<file path="config.mk">
export PLATFORM = sky130hd
export DESIGN_NAME = rtc_bus_engine
export DESIGN_NICKNAME = d
export VERILOG_FILES = /design/src/rtl/rtc_pkg.sv /design/src/rtl/rtc_irq_sync.sv /design/src/rtl/rtc_bus_engine.sv
export SDC_FILE = /design/constraint.sdc
export NUM_CORES = 1
export LEC_CHECK = 0
export CAP_MARGIN = 20
export CORE_ASPECT_RATIO = 0.7
export CORE_UTILIZATION = 49
export CTS_BUF_LIST = sky130_fd_sc_hd__clkbuf_16
export DETAILED_ROUTE_END_ITERATION = 16
export HOLD_SLACK_MARGIN = 0.03
export PLACE_DENSITY = 0.78
export SYNTH_ARGS = -nofsm -noshare
export SYNTH_HDL_FRONTEND = slang
export SYNTH_SLANG_ARGS = --single-unit
</file>
<file path="constraint.sdc">
create_clock -name CLOCK -period 2.3 [get_ports CLOCK]
set_clock_uncertainty 0.05 [all_clocks]
set_input_delay 0.345 -clock CLOCK [delete_from_list [all_inputs] [get_ports CLOCK]]
set_output_delay 0.345 -clock CLOCK [all_outputs]
set_load 0.03 [all_outputs]
</file>
<file path="src/rtl/rtc_pkg.sv">
// Shared definitions for the V3023 RTC bus engine: state encoding, RTC register
// map and default phase timing.
package rtc_pkg;

  typedef enum logic [3:0] {
    ST_IDLE     = 4'd0,
    ST_A_SETUP  = 4'd1,
    ST_A_STROBE = 4'd2,
    ST_A_HOLD   = 4'd3,
    ST_GAP      = 4'd4,
    ST_D_SETUP  = 4'd5,
    ST_D_STROBE = 4'd6,
    ST_D_HOLD   = 4'd7,
    ST_FIN      = 4'd8
  } rtc_state_e;

  // V3023 register map
  localparam logic [7:0] RTC_REG_SEC    = 8'h21;
  localparam logic [7:0] RTC_REG_MIN    = 8'h22;
  localparam logic [7:0] RTC_REG_HOUR   = 8'h23;
  localparam logic [7:0] RTC_REG_DAY    = 8'h24;
  localparam logic [7:0] RTC_REG_MONTH  = 8'h25;
  localparam logic [7:0] RTC_REG_YEAR   = 8'h26;
  localparam logic [7:0] RTC_REG_TMR0   = 8'h41;
  localparam logic [7:0] RTC_REG_TMR1   = 8'h42;
  localparam logic [7:0] RTC_REG_TMR2   = 8'h43;
  localparam logic [7:0] RTC_REG_CMD0   = 8'hF0;
  localparam logic [7:0] RTC_REG_CMD1   = 8'hF1;
  localparam logic [7:0] RTC_REG_CMD2   = 8'hF2;

  localparam int RTC_T_SETUP_DEF = 2;
  localparam int RTC_T_PULSE_DEF = 10;
  localparam int RTC_T_HOLD_DEF  = 2;
  localparam int RTC_T_GAP_DEF   = 4;

endpackage

</file>
<file path="src/rtl/rtc_irq_sync.sv">
// Two-flop synchronizer for the RTC IRQ pin plus a falling-edge detector that
// emits a one-cycle pulse three clocks after the pin falls.
module rtc_irq_sync (
  input  logic clk_i,
  input  logic rst_ni,
  input  logic irq_i,
  output logic pulse_o
);

  // [0],[1] are the synchronizer; [2] is the previous synchronized value
  logic [2:0] sync_q;
  logic       pulse_q;

  always_ff @(posedge clk_i or negedge rst_ni) begin
    if (!rst_ni) begin
      sync_q  <= 3'b111;
      pulse_q <= 1'b0;
    end else begin
      sync_q  <= {sync_q[1:0], irq_i};
      pulse_q <= sync_q[2] & ~sync_q[1];
    end
  end

  assign pulse_o = pulse_q;

endmodule

</file>
<file path="src/rtl/rtc_bus_engine.sv">
// Multiplexed-bus cycle engine for the V3023 RTC: address phase, gap, then a
// write or read data phase. Define RTC_BUS_IRQ_EN to add IRQ sync and irq_pulse.
module rtc_bus_engine
  import rtc_pkg::*;
#(
  parameter int T_SETUP = RTC_T_SETUP_DEF,
  parameter int T_PULSE = RTC_T_PULSE_DEF,
  parameter int T_HOLD  = RTC_T_HOLD_DEF,
  parameter int T_GAP   = RTC_T_GAP_DEF
) (
  input  logic       CLOCK,
  input  logic       RESET,
  input  logic       req,
  input  logic       we,
  input  logic [7:0] addr,
  input  logic [7:0] wdata,
  output logic       busy,
  output logic       done,
  output logic [7:0] rdata,
  output logic [7:0] bus_o,
  output logic       bus_oe,
  input  logic [7:0] bus_i,
  output logic       AD,
  output logic       CS,
  output logic       RD,
  output logic       WR
`ifdef RTC_BUS_IRQ_EN
  ,
  input  logic       IRQ,
  output logic       irq_pulse
`endif
);

  localparam logic [7:0] LEN_SETUP = 8'(T_SETUP - 1);
  localparam logic [7:0] LEN_PULSE = 8'(T_PULSE - 1);
  localparam logic [7:0] LEN_HOLD  = 8'(T_HOLD - 1);
  localparam logic [7:0] LEN_GAP   = 8'(T_GAP - 1);

  rtc_state_e state_q, state_d;
  logic [7:0] cnt_q, cnt_d;
  logic       we_q;
  logic [7:0] addr_q, wdata_q;

  logic       busy_q, busy_d, done_q, done_d;
  logic       ad_q, ad_d, cs_q, cs_d, rd_q, rd_d, wr_q, wr_d;
  logic       oe_q, oe_d;
  logic [7:0] bo_q, bo_d, rdata_q;

  always_ff @(posedge CLOCK or negedge RESET) begin
    if (!RESET) begin
      state_q <= ST_IDLE;
      cnt_q   <= 8'd0;
      we_q    <= 1'b0;
      addr_q  <= 8'h00;
      wdata_q <= 8'h00;
    end else begin
      state_q <= state_d;
      cnt_q   <= cnt_d;
      if (state_q == ST_IDLE && req) begin
        we_q    <= we;
        addr_q  <= addr;
        wdata_q <= wdata;
      end
    end
  end

  // Each phase loads its length-1 and advances once the counter hits zero
  always_comb begin
    state_d = state_q;
    cnt_d   = cnt_q;
    if (state_q == ST_IDLE) begin
      if (req) begin
        state_d = ST_A_SETUP;
        cnt_d   = LEN_SETUP;
      end
    end else if (state_q == ST_FIN) begin
      state_d = ST_IDLE;
    end else if (cnt_q != 8'd0) begin
      cnt_d = cnt_q - 8'd1;
    end else begin
      unique case (state_q)
        ST_A_SETUP:  begin state_d = ST_A_STROBE; cnt_d = LEN_PULSE; end
        ST_A_STROBE: begin state_d = ST_A_HOLD;   cnt_d = LEN_HOLD;  end
        ST_A_HOLD:   begin state_d = ST_GAP;      cnt_d = LEN_GAP;   end
        ST_GAP:      begin state_d = ST_D_SETUP;  cnt_d = LEN_SETUP; end
        ST_D_SETUP:  begin state_d = ST_D_STROBE; cnt_d = LEN_PULSE; end
        ST_D_STROBE: begin state_d = ST_D_HOLD;   cnt_d = LEN_HOLD;  end
        ST_D_HOLD:   begin state_d = ST_FIN;      cnt_d = 8'd0;      end
        default:     begin state_d = ST_IDLE;     cnt_d = 8'd0;      end
      endcase
    end
  end

  // Pin levels decoded from the current state, registered one cycle later
  always_comb begin
    busy_d = 1'b1;
    done_d = 1'b0;
    ad_d   = 1'b1;
    cs_d   = 1'b1;
    rd_d   = 1'b1;
    wr_d   = 1'b1;
    oe_d   = 1'b0;
    bo_d   = 8'h00;
    unique case (state_q)
      ST_A_SETUP, ST_A_STROBE, ST_A_HOLD: begin
        ad_d = 1'b0;
        cs_d = 1'b0;
        oe_d = 1'b1;
        bo_d = addr_q;
        wr_d = (state_q != ST_A_STROBE);
      end
      ST_GAP: ;
      ST_D_SETUP, ST_D_STROBE, ST_D_HOLD: begin
        cs_d = 1'b0;
        if (we_q) begin
          oe_d = 1'b1;
          bo_d = wdata_q;
          wr_d = (state_q != ST_D_STROBE);
        end else begin
          rd_d = (state_q != ST_D_STROBE);
        end
      end
      ST_FIN: begin
        busy_d = 1'b0;
        done_d = 1'b1;
      end
      default: busy_d = 1'b0;
    endcase
  end

  always_ff @(posedge CLOCK or negedge RESET) begin
    if (!RESET) begin
      busy_q  <= 1'b0;
      done_q  <= 1'b0;
      ad_q    <= 1'b1;
      cs_q    <= 1'b1;
      rd_q    <= 1'b1;
      wr_q    <= 1'b1;
      oe_q    <= 1'b0;
      bo_q    <= 8'h00;
      rdata_q <= 8'h00;
    end else begin
      busy_q <= busy_d;
      done_q <= done_d;
      ad_q   <= ad_d;
      cs_q   <= cs_d;
      rd_q   <= rd_d;
      wr_q   <= wr_d;
      oe_q   <= oe_d;
      bo_q   <= bo_d;
      // sample on the last cycle RD is low, just as it is about to rise
      if (!rd_q && rd_d) rdata_q <= bus_i;
    end
  end

  assign busy   = busy_q;
  assign done   = done_q;
  assign rdata  = rdata_q;
  assign bus_o  = bo_q;
  assign bus_oe = oe_q;
  assign AD     = ad_q;
  assign CS     = cs_q;
  assign RD     = rd_q;
  assign WR     = wr_q;

`ifdef RTC_BUS_IRQ_EN
  rtc_irq_sync u_irq_sync (
    .clk_i  (CLOCK),
    .rst_ni (RESET),
    .irq_i  (IRQ),
    .pulse_o(irq_pulse)
  );
`endif

endmodule
</file>
==> flow_summary.yaml <==
clock_network:
  cts_tree: "yes"
  root_buffer: "clkbuf_16"
  cts_buffers: 5
  h-tree-depth: 2
  clock_latency_ns: 0.29
  holdBufCountCts: 1
  clkTransAtPathRegs_ns: 0.06
  cts_resized: 0
  cts_setup_buffers: 0
  clockBufferDepth: 2
  clkSinkCount: 52
finish:
  final_cell_area_sq_um: 2950
  area_growth_pct: 32.1
  nFillCells: 329
  final_cell_mix: "clkdlybuf4s50_1 (49), dfrtp_1 (48), mux2_2 (25), nor2_1 (23), a21oi_1 (11)"
  final_layout_size_suffix_gt1_frac: 0.191
  layout_commonest_cell: "clkdlybuf4s50_1"
  antenna_cells: 0
  final_cells: 301
  fin_nets: 275
hold_path:
  hold_class: "reg -> reg"
critical_path:
  arrival_ns: 2.17
  worstPathRequired_ns: 2.42
  path_max_fanout: 10
  rrSetupSlack_ns: 0.25
  worstSetupPathType: "reg -> reg"
  worst_setup_path_end_kind: "flip-flop"
  cp-start-kind: "flip-flop"
logic_synthesis:
  synth_nets: 223
  synth_top_area_cell: "dfrtp_1"
  synth_top_area_frac: 0.537
  syn_avg_cell_area_sq_um: 11.6
  synth_seq_area_share: 0.584
  ys_ff_latch: 52
  yosys-top-cells-area: "dfrtp_1 (54%), mux2_2 (13%), dfstp_2 (4.7%)"
  syn_inst: 193
  ys_types: 35
  syn_area_sq_um: 2240
  ys_warn_count: 0
sta:
  fin_tns_setup_ns: 0
  fmax_ghz: 0.487
  grt_setup_unrepaired: "no"
  fin_crit_ns: 2.05
  whs_ns: 0.447
  fin_crit_sh: 0.892
  hold_violations: 0
  drv_slew: 0
  relSlewSlack: 0.532
  worst_slack_ns: 0.248
  finalSetupViolCount: 0
  worst_slew_pin_slew_ns: 0.701
global_routing:
  grt_overflow: 0
  antenna_found_initial: 0
  grt_pass1_wl_um: 6960
  grt_pass1_vias: 1412
  grt_max_degree: 29
  grt_use_total: 0.197
pwr:
  switching_power_mw: 1.24
  ir_drop_mv: 0.653
  seqPwrFrac: 0.431
  clkPwrFrac: 0.196
  internal_power_mw: 2.31
  power_density_nw_per_um2: 1200
  p_comb_frac: 0.373
  leakagePower_nw: 1.24
  p_sw_frac: 0.349
die:
  fp.dieH_um: 58.5
  rows: 20
  die-area_sq_um: 4840
  initial_core_util: 0.514
  io_pins: 51
  die_x_um: 82.7
  core_region_area_sq_um: 4350
placed_design:
  gp_congestion: 0.849
  io_buffers: 50
  dpl_cell_area_sq_um: 2800
  pre_cts_ws_ns: 0.280
  dp_cells: 292
  dp_hpwl_um: 3110
detailed_routing:
  detail_route.wl_per_cell_um: 14.4
  first_iter_violations: 114
  num_vias: 1610
  wl_um: 4340
  drt_pass1_iterations: 4
  drc: 0
  vias_per_cell: 5.35
  ant_nets: 0
flow_run:
  drv_cap: 0
run_status:
  status: "completed"
per-stage QoR:
| stage | util | power, mW |
|---|---|---|
| after floorplan | - | 2.40 |
| after global placement | 0.644 | 2.80 |
| after detailed placement | 0.644 | 2.86 |
| after CTS | 0.678 | 3.56 |
| after global routing | 0.678 | 3.78 |
| final | 0.678 | 3.55 |
routing by layer:
metal	share of wire	track usage	wire, um	vias to the layer above
met5	0	0	0	-
met4	0.013	0.0813	57	0
met3	0.080	0.0512	347	7
met2	0.42	0.278	1810	72
met1	0.49	0.292	2130	761
li1	-	-	-	770
cell families after synthesis:
logic type | synth area share
xor gates and xnor gates | 0.0196
DFF | 0.584
buffers and inverters | 0.0274
and+or+nand+nor | 0.139
AOI/OAI and AO/OA | 0.0839
muxes | 0.135
adders and majority gates | 0.0112
registers in the layout (all words and copies together), names as in the netlist:
name	cells
AD	1
CS	1
RD	1
WR	1
addr_q	8
bus_o	8
bus_oe	1
busy	1
cnt_q	8
done	1
rdata	8
state_q	4
wdata_q	8
we_q	1
area by class of cell:
type | instances | area (sq um) | share of cell area
sequential | 52 | 1310 | 0.442
multi-input combinational | 126 | 868 | 0.294
timing repair buffer | 56 | 556 | 0.188
clock buffer | 5 | 125 | 0.0424
tap | 55 | 68.8 | 0.0233
clock inverter | 3 | 15.0 | 0.00508
inverter | 4 | 15.0 | 0.00508
cell usage after synthesis:
cell type / number
dfrtp_1: 48
mux2_2: 25
nor2_1: 23
a21oi_1: 11
clkbuf_1: 9
nor2b_1: 9
nand2_1: 8
o21ai_0: 7
xor2_1: 5
dfstp_2: 4
inv_1: 4
nand3_1: 4
and2_1: 3
or3_1: 3
a22o_1: 2
ha_1: 2
mux2i_1: 2
nand2b_1: 2
nand4_1: 2
nor3_1: 2
o211ai_1: 2
o21ai_1: 2
o22ai_1: 2
a21oi_2: 1
a221o_1: 1
a31oi_1: 1
and3_4: 1
buf_2: 1
buf_4: 1
nor3_2: 1
nor4_1: 1
o2111ai_1: 1
o21ai_2: 1
or2_2: 1
or4_4: 1
power groups by stage:
stage          Sequential (mW)  Clock (mW)  Combinational (mW)
6_report                  1.53       0.695                1.32
5_1_grt                   1.57       0.748                1.45
4_1_cts                   1.52       0.708                1.33
3_5_place_dp              1.54           0                1.32
3_3_place_gp              1.52           0                1.29
2_1_floorplan             1.64           0               0.760
worst max-delay path, cell delays in order, from the launching register on:
cell     delay [ns]
dfrtp_1        0.45
or4_4          0.56
or3_1          0.54
a21oi_2        0.27
nor2_1         0.07
final timing paths:
check	from	endpoint	depth (start not counted)
max	cnt_q[3]	cnt_q[4]	4
min	addr_q[7]	addr_q[7]	1
max reg2reg	cnt_q[3]	cnt_q[4]	4
min reg2reg	addr_q[7]	addr_q[7]	1
max in group asynchronous	RESET	WR	3
min in group asynchronous	RESET	rdata[0]	2
No activity file was read; power rests on OpenSTA's default activity.
